[src/rtl/clkdiv_pkg.sv]
// Shared defaults and helper functions for the multi-channel clock divider.
package clkdiv_pkg;

  localparam int DEF_NCH          = 4;
  localparam int DEF_DIV_W        = 32;
  localparam int DEF_CLK_IN_FREQ  = 50000000;
  localparam int DEF_DEFAULT_FREQ = 1000;

  // Reset half-period in input-clock cycles; a zero frequency yields 0.
  function automatic int calc_h0(int clk_hz, int freq_hz);
    return (freq_hz == 0) ? 0 : (clk_hz / 2) / freq_hz;
  endfunction

  // Width of the channel-select field; never narrower than one bit.
  function automatic int cfg_ch_width(int n);
    return (n <= 1) ? 1 : $clog2(n);
  endfunction

endpackage

[src/rtl/clkdiv_multi_if.sv]
// Divisor-write request bus: the master offers a half-period for one channel.
interface clkdiv_multi_if
  import clkdiv_pkg::*;
#(
  parameter int NCH   = DEF_NCH,
  parameter int DIV_W = DEF_DIV_W
);
  localparam int CHW = cfg_ch_width(NCH);

  logic             cfg_valid;
  logic [CHW-1:0]   cfg_ch;
  logic [DIV_W-1:0] cfg_half;
  logic             cfg_ready;

  modport master (output cfg_valid, output cfg_ch, output cfg_half, input cfg_ready);
  modport slave  (input cfg_valid, input cfg_ch, input cfg_half, output cfg_ready);
endinterface

[src/rtl/clkdiv_chan.sv]
// One divider channel: half-period counter, output toggle, tick and a
// pending divisor that only takes effect at a falling output edge.
module clkdiv_chan
  import clkdiv_pkg::*;
#(
  parameter int               DIV_W = DEF_DIV_W,
  parameter logic [DIV_W-1:0] H0    = '0
) (
  input  logic             clkin,
  input  logic             rst_n,
  input  logic             en,
  input  logic             sync,
  input  logic             wr,
  input  logic [DIV_W-1:0] wr_half,
  output logic             clkout,
  output logic             tick,
  output logic             pend
);

  logic [DIV_W-1:0] count_q, count_d;
  logic [DIV_W-1:0] half_q, half_d;
  logic [DIV_W-1:0] per_q, per_d;
  logic             pend_q, pend_d;
  logic             clk_q, clk_d;
  logic             tick_q, tick_d;
  logic [DIV_W-1:0] cnt_inc;

  assign cnt_inc = count_q + DIV_W'(1);

  // Next-state: sync restart beats counting; pending divisor lands on a fall or when idle.
  always_comb begin
    count_d = count_q;
    half_d  = half_q;
    per_d   = per_q;
    pend_d  = pend_q;
    clk_d   = clk_q;
    tick_d  = 1'b0;
    if (sync) begin
      count_d = '0;
      clk_d   = 1'b0;
      if (pend_q) begin
        half_d = per_q;
        pend_d = 1'b0;
      end
    end else begin
      if (en) begin
        if (cnt_inc >= half_q) begin
          count_d = '0;
          clk_d   = ~clk_q;
          tick_d  = ~clk_q;
          if (clk_q && pend_q) begin
            half_d = per_q;
            pend_d = 1'b0;
          end
        end else begin
          count_d = cnt_inc;
        end
      end else if (pend_q) begin
        // An idle channel has no period in flight, so apply right away.
        half_d  = per_q;
        pend_d  = 1'b0;
        count_d = '0;
      end
      // A write is only accepted while nothing is pending, so it never races the apply above.
      if (wr) begin
        per_d  = wr_half;
        pend_d = 1'b1;
      end
    end
  end

  // Channel state register with asynchronous clear to the reset divisor.
  always_ff @(posedge clkin or negedge rst_n) begin
    if (!rst_n) begin
      count_q <= '0;
      half_q  <= H0;
      per_q   <= '0;
      pend_q  <= 1'b0;
      clk_q   <= 1'b0;
      tick_q  <= 1'b0;
    end else begin
      count_q <= count_d;
      half_q  <= half_d;
      per_q   <= per_d;
      pend_q  <= pend_d;
      clk_q   <= clk_d;
      tick_q  <= tick_d;
    end
  end

  assign clkout = clk_q;
  assign tick   = tick_q;
  assign pend   = pend_q;

endmodule

[src/rtl/clkdiv_multi.sv]
// Multi-channel programmable clock divider: reset release synchroniser,
// divisor-write decode and ready muxing around NCH channel instances.
module clkdiv_multi
  import clkdiv_pkg::*;
#(
  parameter int NCH          = DEF_NCH,
  parameter int DIV_W        = DEF_DIV_W,
  parameter int CLK_IN_FREQ  = DEF_CLK_IN_FREQ,
  parameter int DEFAULT_FREQ = DEF_DEFAULT_FREQ
) (
  input  logic             clkin,
  input  logic             rst,
  input  logic [NCH-1:0]   clken,
  input  logic             sync,
  clkdiv_multi_if.slave    cfg,
  output logic [NCH-1:0]   clkout,
  output logic [NCH-1:0]   tick
);

  localparam logic [DIV_W-1:0] H0 = DIV_W'(calc_h0(CLK_IN_FREQ, DEFAULT_FREQ));

  logic [1:0]     rst_sync_q, rst_sync_d;
  logic           rst_n_int;
  logic [NCH-1:0] pend;
  logic [NCH-1:0] wr;
  logic           sel_pend;

  // Shift ones in behind a released reset.
  always_comb begin
    rst_sync_d = {rst_sync_q[0], 1'b1};
  end

  // Reset asserts immediately and releases two clkin edges later.
  always_ff @(posedge clkin or negedge rst) begin
    if (!rst) begin
      rst_sync_q <= 2'b00;
    end else begin
      rst_sync_q <= rst_sync_d;
    end
  end

  assign rst_n_int = rst_sync_q[1];

  // Pending flag of the addressed channel; unknown channels never block.
  always_comb begin
    sel_pend = 1'b0;
    if (int'(cfg.cfg_ch) < NCH) begin
      sel_pend = pend[cfg.cfg_ch];
    end
  end

  assign cfg.cfg_ready = ~sel_pend & ~sync;

  generate
    for (genvar gi = 0; gi < NCH; gi++) begin : g_chan
      assign wr[gi] = cfg.cfg_valid & cfg.cfg_ready & (int'(cfg.cfg_ch) == gi);

      clkdiv_chan #(
        .DIV_W (DIV_W),
        .H0    (H0)
      ) u_chan (
        .clkin   (clkin),
        .rst_n   (rst_n_int),
        .en      (clken[gi]),
        .sync    (sync),
        .wr      (wr[gi]),
        .wr_half (cfg.cfg_half),
        .clkout  (clkout[gi]),
        .tick    (tick[gi]),
        .pend    (pend[gi])
      );
    end
  endgenerate

endmodule

[src/flat_wrapper.sv]
// flat-port wrapper written by rule: the top's interface ports become plain ports
module clkdiv_multi_flat import clkdiv_pkg::*;
#(
  parameter int NCH          = DEF_NCH,
  parameter int DIV_W        = DEF_DIV_W,
  parameter int CLK_IN_FREQ  = DEF_CLK_IN_FREQ,
  parameter int DEFAULT_FREQ = DEF_DEFAULT_FREQ
)
  (clkin, rst, clken, sync, clkout, tick, cfg_cfg_valid, cfg_cfg_ch, cfg_cfg_half, cfg_cfg_ready);
  clkdiv_multi_if #(.NCH(NCH), .DIV_W(DIV_W)) cfg_i ();
  input  logic clkin;
  input  logic rst;
  input  logic [NCH-1:0] clken;
  input  logic sync;
  output logic [NCH-1:0] clkout;
  output logic [NCH-1:0] tick;
  input wire logic [$bits(cfg_i.cfg_valid)-1:0] cfg_cfg_valid;
  input wire logic [$bits(cfg_i.cfg_ch)-1:0] cfg_cfg_ch;
  input wire logic [$bits(cfg_i.cfg_half)-1:0] cfg_cfg_half;
  output wire logic [$bits(cfg_i.cfg_ready)-1:0] cfg_cfg_ready;
  assign cfg_i.cfg_valid = cfg_cfg_valid;
  assign cfg_i.cfg_ch = cfg_cfg_ch;
  assign cfg_i.cfg_half = cfg_cfg_half;
  assign cfg_cfg_ready = cfg_i.cfg_ready;
  clkdiv_multi #(.NCH(NCH), .DIV_W(DIV_W), .CLK_IN_FREQ(CLK_IN_FREQ), .DEFAULT_FREQ(DEFAULT_FREQ)) u_core (.clkin(clkin), .rst(rst), .clken(clken), .sync(sync), .cfg(cfg_i), .clkout(clkout), .tick(tick));
endmodule
[config.mk]
export PLATFORM = sky130hd
export DESIGN_NAME = clkdiv_multi_flat
export DESIGN_NICKNAME = d
export VERILOG_FILES = /design/src/rtl/clkdiv_pkg.sv /design/src/rtl/clkdiv_multi_if.sv /design/src/rtl/clkdiv_chan.sv /design/src/rtl/clkdiv_multi.sv /design/src/flat_wrapper.sv
export SDC_FILE = /design/constraint.sdc
export NUM_CORES = 1
export LEC_CHECK = 0
export ABC_CLOCK_PERIOD_IN_PS = 38100
export CAP_MARGIN = 20
export CORE_ASPECT_RATIO = 2
export CORE_UTILIZATION = 45
export CTS_BUF_LIST = sky130_fd_sc_hd__clkbuf_16
export CTS_CLUSTER_SIZE = 20
export DETAILED_ROUTE_END_ITERATION = 10
export GPL_TIMING_DRIVEN = 0
export PLACE_DENSITY = 0.62
export SETUP_SLACK_MARGIN = 0.02
export SLEW_MARGIN = 5
export SYNTH_ARGS = -nofsm -noshare
export SYNTH_HDL_FRONTEND = slang
export SYNTH_HIERARCHICAL = 1
export SYNTH_SLANG_ARGS = --single-unit
[constraint.sdc]
create_clock -name clkin -period 38.1 [get_ports clkin]
set_clock_uncertainty 0.15 [all_clocks]
set_input_delay 5.715 -clock clkin [delete_from_list [all_inputs] [get_ports clkin]]
set_output_delay 5.715 -clock clkin [all_outputs]
set_load 0.005 [all_outputs]
Word-level counts from Yosys, hierarchy flattened --
Cells that the tools add are included.
Cells by class: $add $sub $neg 4, bitwise logic cells 12, mux-type cells 82, $lt $le $gt $ge 5, reduce and logical (&&, ||, !) cells 33, equality and inequality tests 19
Operators with widths (count):
- 32-bit 2-to-1 mux | 36
- 32-bit by 1-bit adder with 32-bit output, second input constant | 4
- 32-bit greater-or-equal comparator | 4
- 1-bit 2-to-1 mux | 45
- 4-bit by 1-bit != test with 1-bit output, second input constant | 8
- 2-bit AND reduction | 16
- 3-bit by 1-bit != test with 1-bit output, second input constant | 8
- 2-bit nonzero test | 8
- 3-bit nonzero test | 4
- 1-bit bitwise AND | 6
- 1-bit NOT | 6
- 2-bit equality test, second input constant | 2
- 1-bit logical AND | 4
- 2-bit by 3-bit less-than comparator with 1-bit output, second input constant | 1
- 1-bit binary-select mux with 2-bit select | 1
- 2-bit by 1-bit equality test with 1-bit output, second input constant | 1
- 2-bit logical NOT | 1
Word-level totals: logic and storage cells 180, output and inout port bits 9, register bits after elaboration 398, bits of input ports 42

Depth between registers and ports, before layout --
word-level depth 8, gate-level depth with buffers 15

Modules after synthesis --
The synthesis kept the hierarchy.
By module, submodules not included:
- clkdiv_chan | times used 4, cells an instance 518, area each 5481.5 um^2
- clkdiv_multi | times used 1, cells an instance 11, area each 121.4 um^2

Worst setup path after synthesis --
Ideal clock, no wire load.
kind input -> output, start point input cfg_cfg_ch[0], end point output cfg_cfg_ready, cell stages on the path 2, setup slack 25942 ps, buffers on the path 0, required time 32235 ps, arrival 6293 ps, cells stage by stage mux4_2 nor2_1
On the way: cells in the longest elaborated chain, start to end 4
RTL lines:
- start: declaration | RTL line flat_wrapper.sv:18 | input wire logic [$bits(cfg_i.cfg_ch)-1:0] cfg_cfg_ch;
- 1-bit binary-select mux with 2-bit select | RTL line clkdiv_multi.sv:48 | sel_pend = pend[cfg.cfg_ch];
- 1-bit 2-to-1 mux (implied by the code) | RTL line clkdiv_multi.sv:48
- 1-bit NOT | RTL line clkdiv_multi.sv:52 | assign cfg.cfg_ready = ~sel_pend & ~sync;
- 1-bit bitwise AND | RTL line clkdiv_multi.sv:52
- end: declaration | RTL line flat_wrapper.sv:20 | output wire logic [$bits(cfg_i.cfg_ready)-1:0] cfg_cfg_ready;
Every way passes these cells. The select of a mux whose other input is x is not followed.

Worst setup path in the final report --
start point input sync, end point output cfg_cfg_ready
On the way: cells in the longest elaborated chain, start to end 2
RTL lines:
- start: declaration | RTL line flat_wrapper.sv:14 | input logic sync;
- 1-bit NOT (no line)
- 1-bit bitwise AND | RTL line clkdiv_multi.sv:52
Every way passes these cells.

==> flow_metrics.tcl <==
set metrics [dict create \
    timing.fmax_ghz 0.07419 \
    grt_setup_unrepaired "false" \
    max-clock-path-buffers 3 \
    synthCells 2083 \
    reg2reg_end "u_core/g_chan[2].u_chan/half_q[9]" \
    cts_inserted_buffers 38 \
    crit_type "input pin to output pin" \
    slew_at_the_pin_closest_to_its_max_slew_limit_ns 1.221 \
    initial_antenna_violation_count 0 \
    post-route-period-util 0.3538 \
    report.final.setup_viol 0 \
    post_cts.repair.setup_buffers 0 \
    area_growth_from_synthesis_to_layout_pct 12.99 \
    post_cts.resized_instances 0 \
    final_layout_size_suffix_gt1_frac 0.1339 \
    timing.slew.headroom 0.1840 \
    outcome "complete, no violations" \
    ant_nets 0 \
    cp_slowest_cell "sky130_fd_sc_hd__clkdlybuf4s50_1" \
    fin_util 0.5152 \
    num_vias 16180 \
    seq_total_area_yosys 0.4531 \
    gr-total-overflow 0 \
    netlist-cell-type-count 51 \
    clk_transition_reported_paths_ns 0.07 \
    holdBufCountCts 0 \
    core.rowCount 114 \
    reg2reg_slack_ns 33.31 \
    synthesis.area_per_instance_um2 10.58 \
    total_power_mw 1.031 \
    mappedNetlistArea_um2 22050 \
    max-vdd-ir-drop_uv 28.19 \
    cpLargestDelayFamily "buffers and inverters" \
    first_global_vias 16590 \
    final_layout_setup_total_negative_slack_ns 0 \
    reg2reg_depth 13 \
    worst_setup_slack_after_placement_ns 24.63 \
    synth_enable_flop_cells 0 \
    firstDrtPassIters 5 \
    synth-async-reset-ratio 1.000 \
    timing.critical_path.from_type "input pin" \
    die_height_um 315.0 \
    grt.total_usage 0.2362 \
    routabilityCongestion 0.8835 \
    ys_ff_latch 398 \
    number_of_endpoints_with_negative_hold_slack_in_the_final_report 0 \
    timing.critical_path.cells "clkdlybuf4s50_1 -> buf_16 -> nor2_1 -> clkdlybuf4s50_1" \
    critical_path.most_common_cell "sky130_fd_sc_hd__clkdlybuf4s50_1" \
    finalNetCount 2356 \
    cp_data_required_time_ns 32.24 \
    yosys_warnings 6 \
    detailed_place_hpwl_um 43180 \
    worstPathArrival_ns 7.61 \
    pin_count_of_the_biggest_net_entering_global_routing 66 \
    floorplan.die.width_um 158.5 \
    remaining_drc_errors 0 \
    cp_max_stage_delay_ns 0.75 \
    slew_viol_final 0 \
    via_per_inst 5.681 \
    drt-total-wl_um 56710 \
    num_antenna_cells 0 \
    initial_core_util 0.4560 \
    reg2reg_from "u_core/g_chan[2].u_chan/count_q[0]" \
    cts_max_level 2 \
    design.portCount 51 \
    cts_num_sinks 398 \
    number_of_buffers_inserted_by_port_buffering 50 \
    endpoint_kind "output pin" \
    finalWorstSetupSlack_ns 24.62 \
    leakagePower_nw 11.58 \
    synth-main-ff-cell "sky130_fd_sc_hd__dfrtp_1" \
    power.density_cell_area_nw_per_um2 41.39 \
    cts_root_buf "sky130_fd_sc_hd__clkbuf_16" \
    cap_viol_max_count 0 \
    global_route_wire_length_before_repair_um 90480 \
    hold_path_class "flip-flop to asynchronous set/reset pin" \
    clk-insertion-delay-late_ns 0.57 \
    number_of_nets_in_the_synthesized_netlist 2257 \
    avgRoutedWirePerCell_um 19.90 \
    full_die_area_um2 49940 \
    critPathMaxFanout 16 \
    cp.buffers_inverters 3 \
    cts_tree "built" \
    core_um2 48350 \
    drtIter0Drc 585 \
    fin_crit_ns 13.48 \
]
layout make-up:
type	instances	area, um2
Fill cell	4325	23440
Multi-Input combinational cell	1449	11060
Sequential cell	398	9993
Clock buffer	39	975.9
Tap cell	638	798.3
Timing Repair Buffer	59	720.7
Buffer	104	505.5
Inverter	132	495.5
Clock inverter	30	365.4
sequential cells by signal (all words and copies together) (netlist names):
signal / count
u_core/g_chan.u_chan/count_q: 128
u_core/g_chan.u_chan/half_q: 128
u_core/g_chan.u_chan/per_q: 128
u_core/g_chan.u_chan/clkout: 4
u_core/g_chan.u_chan/pend: 4
u_core/g_chan.u_chan/tick: 4
u_core/rst_sync_q: 2
worst max-delay path by stage:
stage,from,end,slack [ns],cells past startpoint
2_1_floorplan,cfg_cfg_ch[0],cfg_cfg_ready,25.94,2
3_3_place_gp,u_core/rst_sync_q[1],u_core/g_chan[1].u_chan/count_q[28],21.54,0
3_5_place_dp,sync,cfg_cfg_ready,24.63,4
4_1_cts,sync,cfg_cfg_ready,24.63,4
5_1_grt,sync,cfg_cfg_ready,24.62,4
6_report,sync,cfg_cfg_ready,24.62,4
placed cells by master, fill, tap and decap left out, drive strengths merged, types with 68 or more instances in the layout:
master and count:
a22o 84, a221o 132, xnor2 68, nor2 81, dfrtp 374, nand4 84, and2 136, nand2 168
mux2 128, ha 132, clkbuf 99, inv 139
power by group:
group,total (mW),switching [mW],leakage (nW),internal (mW)
clock network,0.414,0.181,0.643,0.233
registers,0.504,0.0330,4.76,0.471
logic,0.113,0.0549,6.17,0.0585
per-layer routing:
layer / global-route usage / routed length, um / vias up / part of all wire
met3: 0.02199 / 1502 / 121 / 0.026
li1: - / - / 7805 / -
met1: 0.2629 / 21800 / 7964 / 0.38
met4: 0.1276 / 3134 / 0 / 0.055
met2: 0.4346 / 30270 / 294 / 0.53
met5: 0 / 0 / - / 0
per-stage QoR:
stage	cell area, um2	hold WS (ns)	std cells
floorplan	22050	0.1812	2083
global placement	23350	0.1871	2771
detailed placement	23570	0.1951	2780
CTS	24910	0.2078	2849
global route	24910	0.2308	2849
finish	24910	0.1742	2849
cells by family (layout without fill, tap and decap cells):
kind of cell	count (synthesis)	count (layout)	synth area share
AOI/OAI and AO/OA	388	388	0.1466
xor gates and xnor gates	108	108	0.04290
adders and majority gates	132	132	0.07491
buffers and inverters	236	364	0.04540
DFF	398	398	0.4531
muxes	133	133	0.06821
other	1	1	0.0001701
and+or+nand+nor	687	687	0.1687
cells in the mapped netlist, types with 8 or more instances:
library cell                instances  area, um2
sky130_fd_sc_hd__o21ai_1            8      40.04
sky130_fd_sc_hd__mux2_2           128       1441
sky130_fd_sc_hd__or4_1              8      60.06
sky130_fd_sc_hd__dfrtp_1          374       9359
sky130_fd_sc_hd__and3_1            28      175.2
sky130_fd_sc_hd__o21ai_0           24      120.1
sky130_fd_sc_hd__ha_1             132       1652
sky130_fd_sc_hd__buf_2             20      100.1
sky130_fd_sc_hd__o2111ai_1         12      105.1
sky130_fd_sc_hd__and4_1             8      70.07
sky130_fd_sc_hd__a22o_1            84      735.7
sky130_fd_sc_hd__xnor2_1           68      595.6
sky130_fd_sc_hd__o211ai_1          24      180.2
sky130_fd_sc_hd__or2_2             12      75.07
sky130_fd_sc_hd__nand2_1          168      630.6
sky130_fd_sc_hd__nor3_1            34      170.2
sky130_fd_sc_hd__nand4_1           84      525.5
sky130_fd_sc_hd__nand2b_1          20      125.1
sky130_fd_sc_hd__inv_1            132      495.5
sky130_fd_sc_hd__and2_1           136      850.8
sky130_fd_sc_hd__xor2_1            40      350.3
sky130_fd_sc_hd__nand3_1           60      300.3
sky130_fd_sc_hd__a21oi_1           60      300.3
sky130_fd_sc_hd__nor2_1            81      304.0
sky130_fd_sc_hd__buf_1             12      45.04
sky130_fd_sc_hd__clkbuf_1          60      225.2
sky130_fd_sc_hd__dfstp_2           24      630.6
sky130_fd_sc_hd__o21a_1             8      60.06
sky130_fd_sc_hd__nor2b_1           20      125.1
sky130_fd_sc_hd__nor4_1             8      50.05
sky130_fd_sc_hd__a221o_1          132       1321
sky130_fd_sc_hd__buf_6             12      135.1
worst reg2reg max path, delay by kind of cell (launching register included):
| kind | cells | cell delay, ns |
|---|---|---|
| xor gates and xnor gates | 1 | 0.15 |
| and+or+nand+nor | 7 | 2.53 |
| AOI/OAI and AO/OA | 2 | 0.50 |
| buffers and inverters | 1 | 0.30 |
| adders and majority gates | 2 | 0.57 |
| DFF | 1 | 0.53 |
(Power assumes the default switching activity.)
